===== src/rtl/mac_pkg.sv =====
// Shared opcodes and state encoding for the MAC job sequencer.
package mac_pkg;

    localparam logic [3:0] OP_MAC = 4'b0110;
    localparam logic [3:0] OP_NOP = 4'b1111;

    typedef enum logic [2:0] {
        IDLE,
        CLEAR,
        RUN,
        DRAIN,
        DONE
    } state_t;

endpackage


===== src/rtl/mac_sequencer.sv =====
// Job-level controller streaming N operand pairs into the ALU multiply-accumulate.
// Optional build macro MAC_TIMEOUT_EN adds an idle-operand abort in RUN.
module mac_sequencer
    import mac_pkg::*;
#(
    parameter int unsigned WIDTH   = 8,
    parameter int unsigned LEN_W   = 4,
    parameter int unsigned TIMEOUT = 16
) (
    input  logic             clk,
    input  logic             rst,
    input  logic             start,
    input  logic [LEN_W-1:0] len,
    output logic             busy,
    input  logic             op_valid,
    output logic             op_ready,
    input  logic [WIDTH-1:0] op_a,
    input  logic [WIDTH-1:0] op_b,
    output logic             res_valid,
    input  logic             res_ready,
    output logic [WIDTH-1:0] res_data,
    output logic             res_err,
    output logic [WIDTH-1:0] alu_a,
    output logic [WIDTH-1:0] alu_b,
    output logic [3:0]       alu_opcode,
    output logic             alu_acc_clr,
    input  logic [WIDTH-1:0] alu_out
);

    if (LEN_W == 0 || TIMEOUT == 0) begin : g_param_check
        $error("mac_sequencer: LEN_W and TIMEOUT must be non-zero");
    end

    state_t           state;
    logic [LEN_W-1:0] remaining;
    logic             accept_c;

    assign accept_c = (state == RUN) && op_valid && op_ready;

    // ALU drive is combinational so the pair lands in the same cycle it is accepted
    always_comb begin
        alu_opcode = OP_NOP;
        alu_a      = '0;
        alu_b      = '0;
        if (accept_c) begin
            alu_opcode = OP_MAC;
            alu_a      = op_a;
            alu_b      = op_b;
        end
    end

`ifdef MAC_TIMEOUT_EN
    localparam int unsigned TO_W = $clog2(TIMEOUT + 1);

    logic [TO_W-1:0] idle_cnt;
    logic            timeout_c;

    assign timeout_c = (state == RUN) && !op_valid && (idle_cnt == TO_W'(TIMEOUT - 1));
`else
    assign res_err = 1'b0;
`endif

    always_ff @(posedge clk or posedge rst) begin
        if (rst) begin
            state       <= IDLE;
            busy        <= 1'b0;
            op_ready    <= 1'b0;
            res_valid   <= 1'b0;
            alu_acc_clr <= 1'b0;
            res_data    <= '0;
            remaining   <= '0;
`ifdef MAC_TIMEOUT_EN
            res_err     <= 1'b0;
            idle_cnt    <= '0;
`endif
        end else begin
            alu_acc_clr <= 1'b0;
            case (state)
                IDLE: begin
                    if (start) begin
                        remaining   <= len;
                        busy        <= 1'b1;
                        alu_acc_clr <= 1'b1;
                        state       <= CLEAR;
                    end
                end
                CLEAR: begin
`ifdef MAC_TIMEOUT_EN
                    idle_cnt <= '0;
`endif
                    if (remaining != '0) begin
                        op_ready <= 1'b1;
                        state    <= RUN;
                    end else begin
                        state    <= DRAIN;
                    end
                end
                RUN: begin
                    if (accept_c) begin
                        remaining <= remaining - LEN_W'(1);
`ifdef MAC_TIMEOUT_EN
                        idle_cnt  <= '0;
`endif
                        if (remaining == LEN_W'(1)) begin
                            op_ready <= 1'b0;
                            state    <= DRAIN;
                        end
                    end
`ifdef MAC_TIMEOUT_EN
                    else if (timeout_c) begin
                        // abandon the job and report an error result with zero data
                        op_ready  <= 1'b0;
                        remaining <= '0;
                        res_valid <= 1'b1;
                        res_err   <= 1'b1;
                        res_data  <= '0;
                        state     <= DONE;
                    end else if (!op_valid) begin
                        idle_cnt <= idle_cnt + TO_W'(1);
                    end
`endif
                end
                DRAIN: begin
                    // the ALU has registered the last MAC; its output is the final sum
                    res_data  <= alu_out;
                    res_valid <= 1'b1;
                    state     <= DONE;
                end
                DONE: begin
                    if (res_ready) begin
                        res_valid <= 1'b0;
                        busy      <= 1'b0;
`ifdef MAC_TIMEOUT_EN
                        res_err   <= 1'b0;
`endif
                        state     <= IDLE;
                    end
                end
                default: state <= IDLE;
            endcase
        end
    end

endmodule


===== config.mk =====
export PLATFORM = sky130hd
export DESIGN_NAME = mac_sequencer
export DESIGN_NICKNAME = d
export VERILOG_FILES = /design/src/rtl/mac_pkg.sv /design/src/rtl/mac_sequencer.sv
export SDC_FILE = /design/constraint.sdc
export NUM_CORES = 1
export LEC_CHECK = 0
export CORE_MARGIN = 1.5
export CORE_UTILIZATION = 38
export CTS_BUF_LIST = sky130_fd_sc_hd__clkbuf_8
export DETAILED_ROUTE_END_ITERATION = 8
export PLACE_DENSITY = 0.85
export SYNTH_ARGS = -nofsm -noshare
export SYNTH_HDL_FRONTEND = slang
export SYNTH_SLANG_ARGS = --single-unit

===== constraint.sdc =====
create_clock -name clk -period 1.9 [get_ports clk]
set_input_delay 0.19 -clock clk [delete_from_list [all_inputs] [get_ports clk]]
set_output_delay 0.19 -clock clk [all_outputs]
set_load 0.02 [all_outputs]

# ---- After elaboration in Yosys (flattened, before gate mapping)
# Index checks and enable logic that the tools add are counted.
dict set report totals {
  ff_bits 19
  word_cells 53
}
dict set report classes {
  n_addsub 1
  eq_ne 10
  n_mux 22
  n_reduce_logical 13
}
# cell count
set ops {}
lappend ops {{8-bit 2-to-1 mux} 2}
lappend ops {{3-bit case mux with 5 select lines} 1}
lappend ops {{3-bit 2-to-1 mux} 4}
lappend ops {{4-bit 2-to-1 mux} 3}
lappend ops {{1-bit 2-to-1 mux} 8}
lappend ops {{2-bit != test (second input constant)} 4}
lappend ops {{4-bit case mux with 2 select lines} 1}
lappend ops {{4-bit AND reduction} 2}
lappend ops {{2-bit nonzero test} 4}
lappend ops {{3-bit by 2-bit equality test with 1-bit output (second input constant)} 2}
lappend ops {{1-bit case mux with 2 select lines} 3}
lappend ops {{3-bit AND reduction} 2}
lappend ops {{4-bit by 1-bit equality test with 1-bit output (second input constant)} 1}
lappend ops {{4-bit nonzero test} 1}
lappend ops {{4-bit by 1-bit subtractor with 4-bit output (second input constant)} 1}
lappend ops {{3-bit by 1-bit equality test with 1-bit output (second input constant)} 1}
lappend ops {{3-bit equality test (second input constant)} 1}
lappend ops {{3-bit zero test} 1}
lappend ops {{1-bit logical AND} 2}
lappend ops {{2-bit by 1-bit != test with 1-bit output (second input constant)} 1}
lappend ops {{2-bit AND reduction} 1}

# ---- Longest topological paths before layout
dict set report logic_depth {
  ltp_word 5
  depth_mapped 6
}

# ---- Worst setup path after synthesis
# No wires, ideal clock.
dict set report synth_timing {
  path_kind {reg-to-output}
  start {reg state[2]}
  end {out alu_opcode[3]}
  t_arrival_ns 1.376
  t_required_ns 1.710
  setup_slack_ns 0.334
  path_stages_with_launch 7
  n_path_buf 3
  cell_sequence {dfrtp_1 -> buf_2 -> nor2b_2 -> nor3b_4 -> buf_2 -> inv_1 -> buf_4}
}
dict set report synth_between {
  elab_chain_len 4
}
# element line
set synth_lines {}
lappend synth_lines {{from (decl)} mac_sequencer.sv:34} ;# state_t state;
lappend synth_lines {{from (signal assigned)} mac_sequencer.sv:65} ;# state <= IDLE;
lappend synth_lines {{from (signal assigned)} mac_sequencer.sv:84} ;# state <= CLEAR;
lappend synth_lines {{from (signal assigned)} mac_sequencer.sv:93} ;# state <= RUN;
lappend synth_lines {{3-bit by 2-bit equality test with 1-bit output} mac_sequencer.sv:38} ;# assign accept_c = (state == RUN) && op_valid && op_ready;
lappend synth_lines {{1-bit logical AND (2 in a row)} mac_sequencer.sv:38}
lappend synth_lines {{4-bit 2-to-1 mux} mac_sequencer.sv:45} ;# if (accept_c) begin
lappend synth_lines {{to (decl)} mac_sequencer.sv:25} ;# output logic [3:0] alu_opcode,
# Every way passes these cells.

# ---- Worst setup path in the final report
dict set report layout_timing {
  start {reg state[2]}
  end {out alu_a[2]}
}
dict set report layout_between {
  elab_chain_len 4
}
# element line
set layout_lines {}
lappend layout_lines {{3-bit by 2-bit equality test with 1-bit output} mac_sequencer.sv:38}
lappend layout_lines {{1-bit logical AND (2 in a row)} mac_sequencer.sv:38}
lappend layout_lines {{8-bit 2-to-1 mux} mac_sequencer.sv:45}
lappend layout_lines {{to (decl)} mac_sequencer.sv:23} ;# output logic [WIDTH-1:0] alu_a,
# Every way passes these cells.

==> out/summary.txt <==
outcome -> completed
highest-count cells in the layout ignoring fill and taps -> 44 x clkdlybuf4s50_1, 19 x dfrtp_1, 18 x dlygate4sd2_1
Main synth FF type -> dfrtp_1
Synth Instances -> 109
dpl ws -> -0.129 ns
GP Congestion -> 0.840
GRT Total Usage -> 18.4%
initial antenna violation count -> 0
RSZ-0062 raised after global routing -> false
DRC -> 0
Die H -> 56.6 um
CTS tree -> built
Die X -> 56.6 um
LEAKAGE -> 0.815 nW
Final ANT Viol Nets -> 0
Iter 0 DRT Violations -> 24
crit-path max cell delay -> 0.39 ns
RR Startpoint -> op_ready
Layout Cells excl Fill -> 205
hpwl dp -> 2200 um
# port buffers -> 62
clock latency on the worst-skew pair -> 0.26 ns
share of post-route cells with drive strength above 1 -> 14.4%
Worst Skew -> 0.000982 ns
crit-path max FO -> 9
slowest cell on the critical path -> dfrtp_1
Placed Instance Area -> 1740 um^2
Synth top area share -> 43.6%
total routed wirelength -> 2740 um
crit share post-route -> 94.7%
Min-Delay Path Class -> input pin to async pin
nets@finish -> 211
I/O pin count -> 66
Cell Area, Synth -> 1090 um^2
Seq/Total Area, Yosys -> 43.6%
dominant cells by area after synthesis -> dfrtp_1 44%, and2_1 9.2%, mux2_2 8.3%, a21oi_1 3.7%, ha_1 3.4%
Worst Reg2Reg Path Length in Cells -> 5
Worst Path Arrival -> 1.61 ns
syn avg cell area -> 10.0 um^2
first-pass GRT wire length -> 4510 um
largest area contributor in the netlist -> dfrtp_1
number of vias per cell -> 5.02
startpoint types -> flip-flop
pwr dens -> 1380 nW/um^2
Num CTS Buffers -> 3
final worst slack -> 0.101 ns
CTS sink cnt -> 19
Netlist cell types -> 31
Worst Path Required -> 1.71 ns
Post-synth EDFFs -> 0
first drt pass iteration count -> 5
synth warn -> 0
critical path cell sequence -> nor2b_2 -> nor3b_4 -> buf_4 -> and2_1 -> dlygate4sd2_1
clk buf depth -> 2
max-slew violations -> 0
CP endpoint kind -> primary output
Die ar. -> 3200 um^2
Max-Cap Viols -> 0
#FFs+latches synth -> 19
Floorplan Core Area -> 2730 um^2
Crit Path Category -> flip-flop to primary output
final setup fails -> 0
largest net degree at the start of global routing -> 20
measured slew at the worst slew-check pin -> 0.705 ns
Cells after DPL -> 201
number of post-CTS setup repair buffers -> 0
asr flop ratio synth -> 100%
worst setup path start -> state[2]
gr ovfl total -> 0
most common cell after layout, fill and taps aside -> clkdlybuf4s50_1
Placement Rows -> 19
final instance area -> 1770 um^2
total number of vias -> 1029
ant diodes -> 0
WL/cell -> 13.4 um
clock transition at the registers of the reported paths -> 0.07 ns
area delta synth->final -> 62.0%
CTS HTree Levels -> 1
Max Fclk -> 556 MHz
vias in the first global route -> 1029
Hold Vio Cnt, Final -> 0
Root Driver -> clkbuf_8
min Tclk post-route -> 1.80 ns
Peak supply drop -> 0.000946 V
Max-slew headroom -> 52.9%
Initial Util -> 39.9%
-- registers in the layout (all words and copies together), names as in the netlist --
signal / count
alu_acc_clr: 1
busy: 1
op_ready: 1
remaining: 4
res_data: 8
res_valid: 1
state: 3
-- report_power, final --
part | internal (mW) | switching, mW
Combinational | 0.688 | 0.755
Clock | 0.146 | 0.135
Sequential | 0.593 | 0.115
Total | 1.43 | 1.01
-- worst paths after layout --
kind                                 to  slack [ns]
hold / removal             remaining[3]        0.34
setup reg to reg           remaining[0]        0.33
setup / recovery               alu_a[2]        0.10
max in group asynchronous   alu_acc_clr        1.12
min in group clk            res_data[6]        0.51
hold reg to reg             res_data[6]        0.51
-- per-layer routing --
| layer | wire (um) | share of wire, % | GRT usage (%) | vias up |
|---|---|---|---|---|
| met5 | 0 | 0 | 0 | - |
| met4 | 93 | 3.4 | 11.2 | 0 |
| met3 | 266 | 9.7 | 4.84 | 11 |
| met2 | 1420 | 52 | 33.7 | 62 |
| met1 | 963 | 35 | 18.0 | 467 |
| li1 | - | - | - | 489 |
-- stage by stage --
stage	power [mW]	hold WS, ns	utilization [%]	setup TNS (ns)
after detailed placement	2.20	0.492	63.7	-1.74
after global routing	2.60	0.419	64.6	0
after floorplan	1.62	0.141	-	0
after CTS	2.44	0.373	64.6	0
final	2.43	0.339	64.6	0
after global placement	2.13	0.489	63.7	-1.42
-- cell usage after synthesis (2+ instances only) --
cell type / instances
conb_1: 2
buf_2: 3
o211ai_1: 2
and2_1: 16
nand2b_1: 2
o21ai_0: 6
buf_4: 4
nand3_1: 3
inv_1: 7
mux2_2: 8
nand2_1: 6
dfrtp_1: 19
ha_1: 3
nor2_1: 3
a21oi_1: 8
nand2_2: 2
-- cell type report --
| cell class | instances | area [um^2] |
|---|---|---|
| repair buffers | 68 | 643 |
| clock inverters | 1 | 5.00 |
| fillers | 224 | 968 |
| clock buffers | 3 | 41.3 |
| inverters | 7 | 26.3 |
| multi-input cells | 76 | 536 |
| well taps | 31 | 38.8 |
| flip-flops and latches | 19 | 475 |
-- what timing repair did --
action	CTS	global route
endpoints found under the setup margin	18	0
gates resized for setup	18	0
hold buffers	0	0
-- worst max-delay path: cells and delay by family (launching register included) --
family	cells	cell delay, ns
and+or+nand+nor	3	0.47
buffers and inverters	2	0.50
DFF	1	0.39
-- kinds of logic after synthesis --
logic type                 after synthesis  share of synthesized area [%]
buffers and inverters                   15                           7.58
muxes                                    8                           8.27
and+or+nand+nor                         40                           22.7
other                                    2                          0.689
adders and majority gates                3                           3.44
DFF                                     19                           43.6
AOI/OAI and AO/OA                       21                           12.9
xor gates and xnor gates                 1                          0.804
(Power assumes the default switching activity.)
==> edit 1: new RTL, same flow settings <==
Add a define of `MAC_TIMEOUT_EN`.
--- a/src/rtl/mac_sequencer.sv
+++ b/src/rtl/mac_sequencer.sv
@@ -1,5 +1,7 @@
 // Job-level controller streaming N operand pairs into the ALU multiply-accumulate.
 // Optional build macro MAC_TIMEOUT_EN adds an idle-operand abort in RUN.
+`define MAC_TIMEOUT_EN
+
 module mac_sequencer
     import mac_pkg::*;
 #(
Check against the original RTL: same outputs for any inputs over 10 cycles, from zero or initial values and one cycle with rst high; that may be too few to reach the edited logic, so the function may still have changed.
==> edit 1 against the original RTL <==
  * Setup slack got worse by 48 ps
  * Register-to-register slack got worse by 280 ps
  * Sequential share of layout area rose by 2.0 points
  * Count of clock-buffer cells in the layout did not move
  * Via count rose by 28%
  * Routed wire length rose by 35%
  * Sequential cell count rose by 6
  * Area after synthesis rose by 27%
  * Sequential power rose by 25%
  * Die area rose by 26%
  * Critical path depth rose by 2
  * Design area rose by 23%
  * Synthesized cell count rose by 35%
  * Power rose by 19%
==> edit 1: results (changes against the original RTL) <==
status complete, no violations; DR pass1 iterations 4 (-1); Min Hold Slack 265 ps (-74.0 ps); DR WL/cell 13.6 um (+1.8%); DP HPWL 2690 um (+23%); vias per cell 4.83 (-3.8%); largest net degree at the start of global routing 26 (+30%); layout cell share with drive strength beyond 1 22.6% (+8.2 points); pre-CTS setup slack -205 ps (-76.9 ps); Synth Area in XOR/XNOR 0.632% (-0.17 points); switch share 40.8% (-0.49 points); biggest regs res_data (8), idle_cnt (5), remaining (4); Unique masters post-synth 37 (+19%); number of global-route vias before repair 1313 (+28%); All-Layer GR Usage 18.9% (+0.56 points); Adder-Cell Fraction of Synth Area 4.52% (+1.1 points); met3 Use GR 3.93% (-0.91 points); mux contribution to synthesized area 0% (-8.3 points); R2R setup slack 50 ps (-280 ps); fin nets 265 (+26%); Seq/Total Area, Yosys 45.2% (+1.5 points); post-synthesis compound-gate area fraction 20.2% (+7.4 points); slowest CP cell a311oi_4; Synth area leaders dfrtp_1 (45%), and2_1 (7.7%), a22o_1 (6.3%); Period minus WS final 1850 ps (+48.4 ps); Max FO, Critical Path 5 (-4); clock skew 14.4 ps (+13.4 ps); FFs w/ async S/R, synth 100% (unchanged); arrival time at the worst endpoint 2020 ps (+410 ps); 1st-iter DRT viols 33 (+38%); Leak 0.00103 uW (+26%); CTS clk-pin slew, worst paths 90 ps (+20 ps); met1 Use GR 25.5% (+7.6 points); gpl congestion 0.837 (-0.40%); PortBufs 63 (+1.6%); first-pass GRT wire length 6070 um (+35%); worst vdd ir 0.000806 V (-15%); GRT met2 Usage 30.3% (-3.5 points)
## edit 1: cell types whose count changed after synthesis, sizes merged, moves of 3 or more
cell,change
a22o,+10
mux2,-8
a21oi,+4
nor3,+4
inv,+3
nor2,+10
dfrtp,+6
## edit 1: what timing repair did
item                                    4_1_cts  5_1_grt
setup buffers                                 2        5
endpoints found under the setup margin       18       23
gates resized for setup                      65       12
pin swaps                                     1        3
## edit 1: power by group through the flow
stage | clock [uW] | combinational, uW | sequential, uW
after CTS | 316 | 1600 | 880
after floorplan | 0 | 792 | 1020
after global routing | 346 | 1850 | 914
after global placement | 0 | 1560 | 880
final | 311 | 1700 | 887
after detailed placement | 0 | 1580 | 890
## edit 1: cells by family after synthesis
group,after synthesis
compound gates,40
simple gates,56
buf+inv,19
flops,25
xor+xnor,1
fa+ha+maj,5
other cells,1
## edit 1: metrics by stage
| stage | utilization [%] | cell area (sq um) | cells |
|---|---|---|---|
| final | 63.3 | 2160 | 272 |
| after global routing | 63.3 | 2160 | 272 |
| after CTS | 62.6 | 2140 | 267 |
| after detailed placement | 62.0 | 2120 | 261 |
| after global placement | 62.0 | 2120 | 261 |
| after floorplan | - | 1390 | 148 |
## edit 1: final cells by class
type,instances,area (sq um)
Sequential cell,25,626
Clock buffer,3,41.3
Multi-Input combinational cell,104,693
Fill cell,292,1250
Timing Repair Buffer,83,703
Tap cell,46,57.6
Inverter,10,37.5
Clock inverter,1,5.00
## edit 1: per-layer routing
| metal | wire length (um) | vias to the layer above |
|---|---|---|
| li1 | - | 669 |
| met1 | 1680 | 624 |
| met2 | 1880 | 17 |
| met3 | 97 | 4 |
| met4 | 46 | 0 |
| met5 | 0 | - |
## edit 1: final timing paths
check / start / end / depth (start not counted)
max: idle_cnt[1] / remaining[3] / 7
min reg2reg: idle_cnt[4] / idle_cnt[4] / 2
max reg2reg: idle_cnt[1] / remaining[3] / 7
min in group clk: idle_cnt[4] / idle_cnt[4] / 2
max in group asynchronous: rst / idle_cnt[1] / 3
min: rst / res_data[5] / 3
## edit 1: critical path: cells and delay by family, from the launching register on
| family | cells | cell delay (ps) |
|---|---|---|
| simple gates | 2 | 280 |
| fa+ha+maj | 2 | 380 |
| flops | 1 | 370 |
| compound gates | 3 | 720 |
==> edit 2: new RTL, same settings <==
Without the edit above. The 5 states of `state_t` get a one-hot encoding in 5 bits.
--- a/src/rtl/mac_pkg.sv
+++ b/src/rtl/mac_pkg.sv
@@ -4,12 +4,12 @@
     localparam logic [3:0] OP_MAC = 4'b0110;
     localparam logic [3:0] OP_NOP = 4'b1111;
 
-    typedef enum logic [2:0] {
-        IDLE,
-        CLEAR,
-        RUN,
-        DRAIN,
-        DONE
+    typedef enum logic [4:0] {
+        IDLE  = 5'b00001,
+        CLEAR = 5'b00010,
+        RUN   = 5'b00100,
+        DRAIN = 5'b01000,
+        DONE  = 5'b10000
     } state_t;
 
 endpackage
Check against the original RTL: same outputs for any inputs over 10 cycles, from zero or initial values and one cycle with rst high; not proved beyond that.
==> edit 2 against the original RTL <==
  * Area after synthesis is 9.4% higher
  * Utilization is 1.6 points lower
  * Sequential cell count is 2 higher
  * Power is 29% lower
  * Setup slack worse by 43 ps
  * Critical path depth is 1 lower
  * Sequential power is 10% lower
  * Hold slack worse by 89 ps
  * Routed wire length is 18% higher
  * Design area is 8.1% higher
  * Critical path type unchanged
==> edit 2: results (changes against the original RTL) <==
Net Switching 651 uW (-35%); GRT met2 Usage 32.4% (-1.3 points); met1 Use GR 26.0% (+8.0 points); vias per cell 5.00 (-0.39%); synth cell count leaders dfrtp_1 (20), and2_1 (11), mux2_2 (8), nor2_1 (7), and2_2 (6); first-pass GRT wire length 5180 um (+15%); number of global-route vias before repair 1090 (+5.9%); met3 Use GR 2.18% (-2.7 points); layout cell share with drive strength beyond 1 32.3% (+18 points); clock skew 2.38 ps (+1.40 ps); R2R depth 6 (+1); Total Wirelength 3230 um (+18%); delay-heaviest family, CP simple AND/OR/NAND/NOR gates; biggest regs res_data (8), state (5), remaining (4); gpl congestion 0.826 (-1.8%); worst vdd ir 0.000430 V (-54%); R2R setup slack 240 ps (-90 ps); arrival time at the worst endpoint 1650 ps (+40 ps); Synth area leaders dfrtp_1 (42%), mux2_2 (7.6%), and2_1 (5.8%); status complete, no violations; All-Layer GR Usage 19.6% (+1.2 points); fin nets 225 (+6.6%); pre-CTS setup slack -265 ps (-137 ps); dpl cells 224 (+11%); register area 527 sq um (+11%); Worst R2R Start state[4]; Leak 0.000839 uW (+2.9%); Reg-to-Reg End op_ready; worst setup path end alu_b[5]; Max FO, Critical Path 5 (-4); final-layout fill cell count 235 (+4.9%); DR pass1 iterations 4 (-1); Seq/Total Area, Yosys 44.2% (+0.55 points); DP HPWL 2430 um (+11%); peak per-stage delay on the critical path 430 ps (+40 ps); slowest CP cell or3_4
edit 2: layout make-up:
class | count | share of cell area, %
Tap cell | 44 | 2.89
Sequential cell | 21 | 27.6
Clock buffer | 3 | 2.16
Timing Repair Buffer | 75 | 34.1
Clock inverter | 1 | 0.262
Multi-Input combinational cell | 82 | 31.5
Inverter | 7 | 1.44
edit 2: cell families (layout without fill, tap and decap cells):
family	Yosys count	after routing	share of synthesized area, %
mux	8	8	7.56
buf+inv	15	86	7.55
compound gates	20	20	11.6
simple gates	46	48	25.6
flops	21	21	44.2
xor+xnor	1	1	0.735
fa+ha+maj	2	2	2.10
other cells	2	3	0.630
edit 2: per-stage QoR:
| step | hold slack (ps) | TNS [ps] | total power [uW] |
|---|---|---|---|
| 2_1_floorplan | 166 | 0 | 1100 |
| 3_3_place_gp | 487 | -2300 | 1380 |
| 3_5_place_dp | 493 | -4330 | 1410 |
| 4_1_cts | 253 | 0 | 1740 |
| 5_1_grt | 284 | -11.0 | 1830 |
| 6_report | 249 | 0 | 1720 |
edit 2: tightest hold or removal path, delay by kind of cell:
kind,cells,cell delay (ps)
buffers and inverters,3,710
edit 2: what timing repair did:
| action | CTS | global route |
|---|---|---|
| pin swaps | 2 | 1 |
| setup buffers | 2 | 1 |
| gates cloned | 2 | 0 |
| resized for setup | 50 | 16 |
| endpoints found under the setup margin | 18 | 17 |
edit 2: worst min path at each step:
stage | startpoint | to | slack [ps] | cells past startpoint
floorplan | rst | alu_acc_clr | 170 | 1
global placement | res_data[2] | res_data[2] | 490 | 1
detailed placement | res_data[3] | res_data[3] | 490 | 1
CTS | rst | alu_acc_clr | 250 | 3
global route | rst | alu_acc_clr | 280 | 3
finish | rst | remaining[2] | 250 | 3
edit 2: layer usage:
| metal | up-vias | part of all wire, % |
|---|---|---|
| met2 | 31 | 56 |
| met3 | 5 | 2.7 |
| li1 | 546 | - |
| met5 | - | 0 |
| met1 | 583 | 40 |
| met4 | 0 | 1.5 |
edit 2: power groups by stage:
stage               Clock, uW  Combinational [uW]  Sequential (uW)
floorplan                   0                 398              704
global placement            0                 741              637
detailed placement          0                 766              644
CTS                       305                 795              635
global route              322                 864              649
finish                    294                 794              636
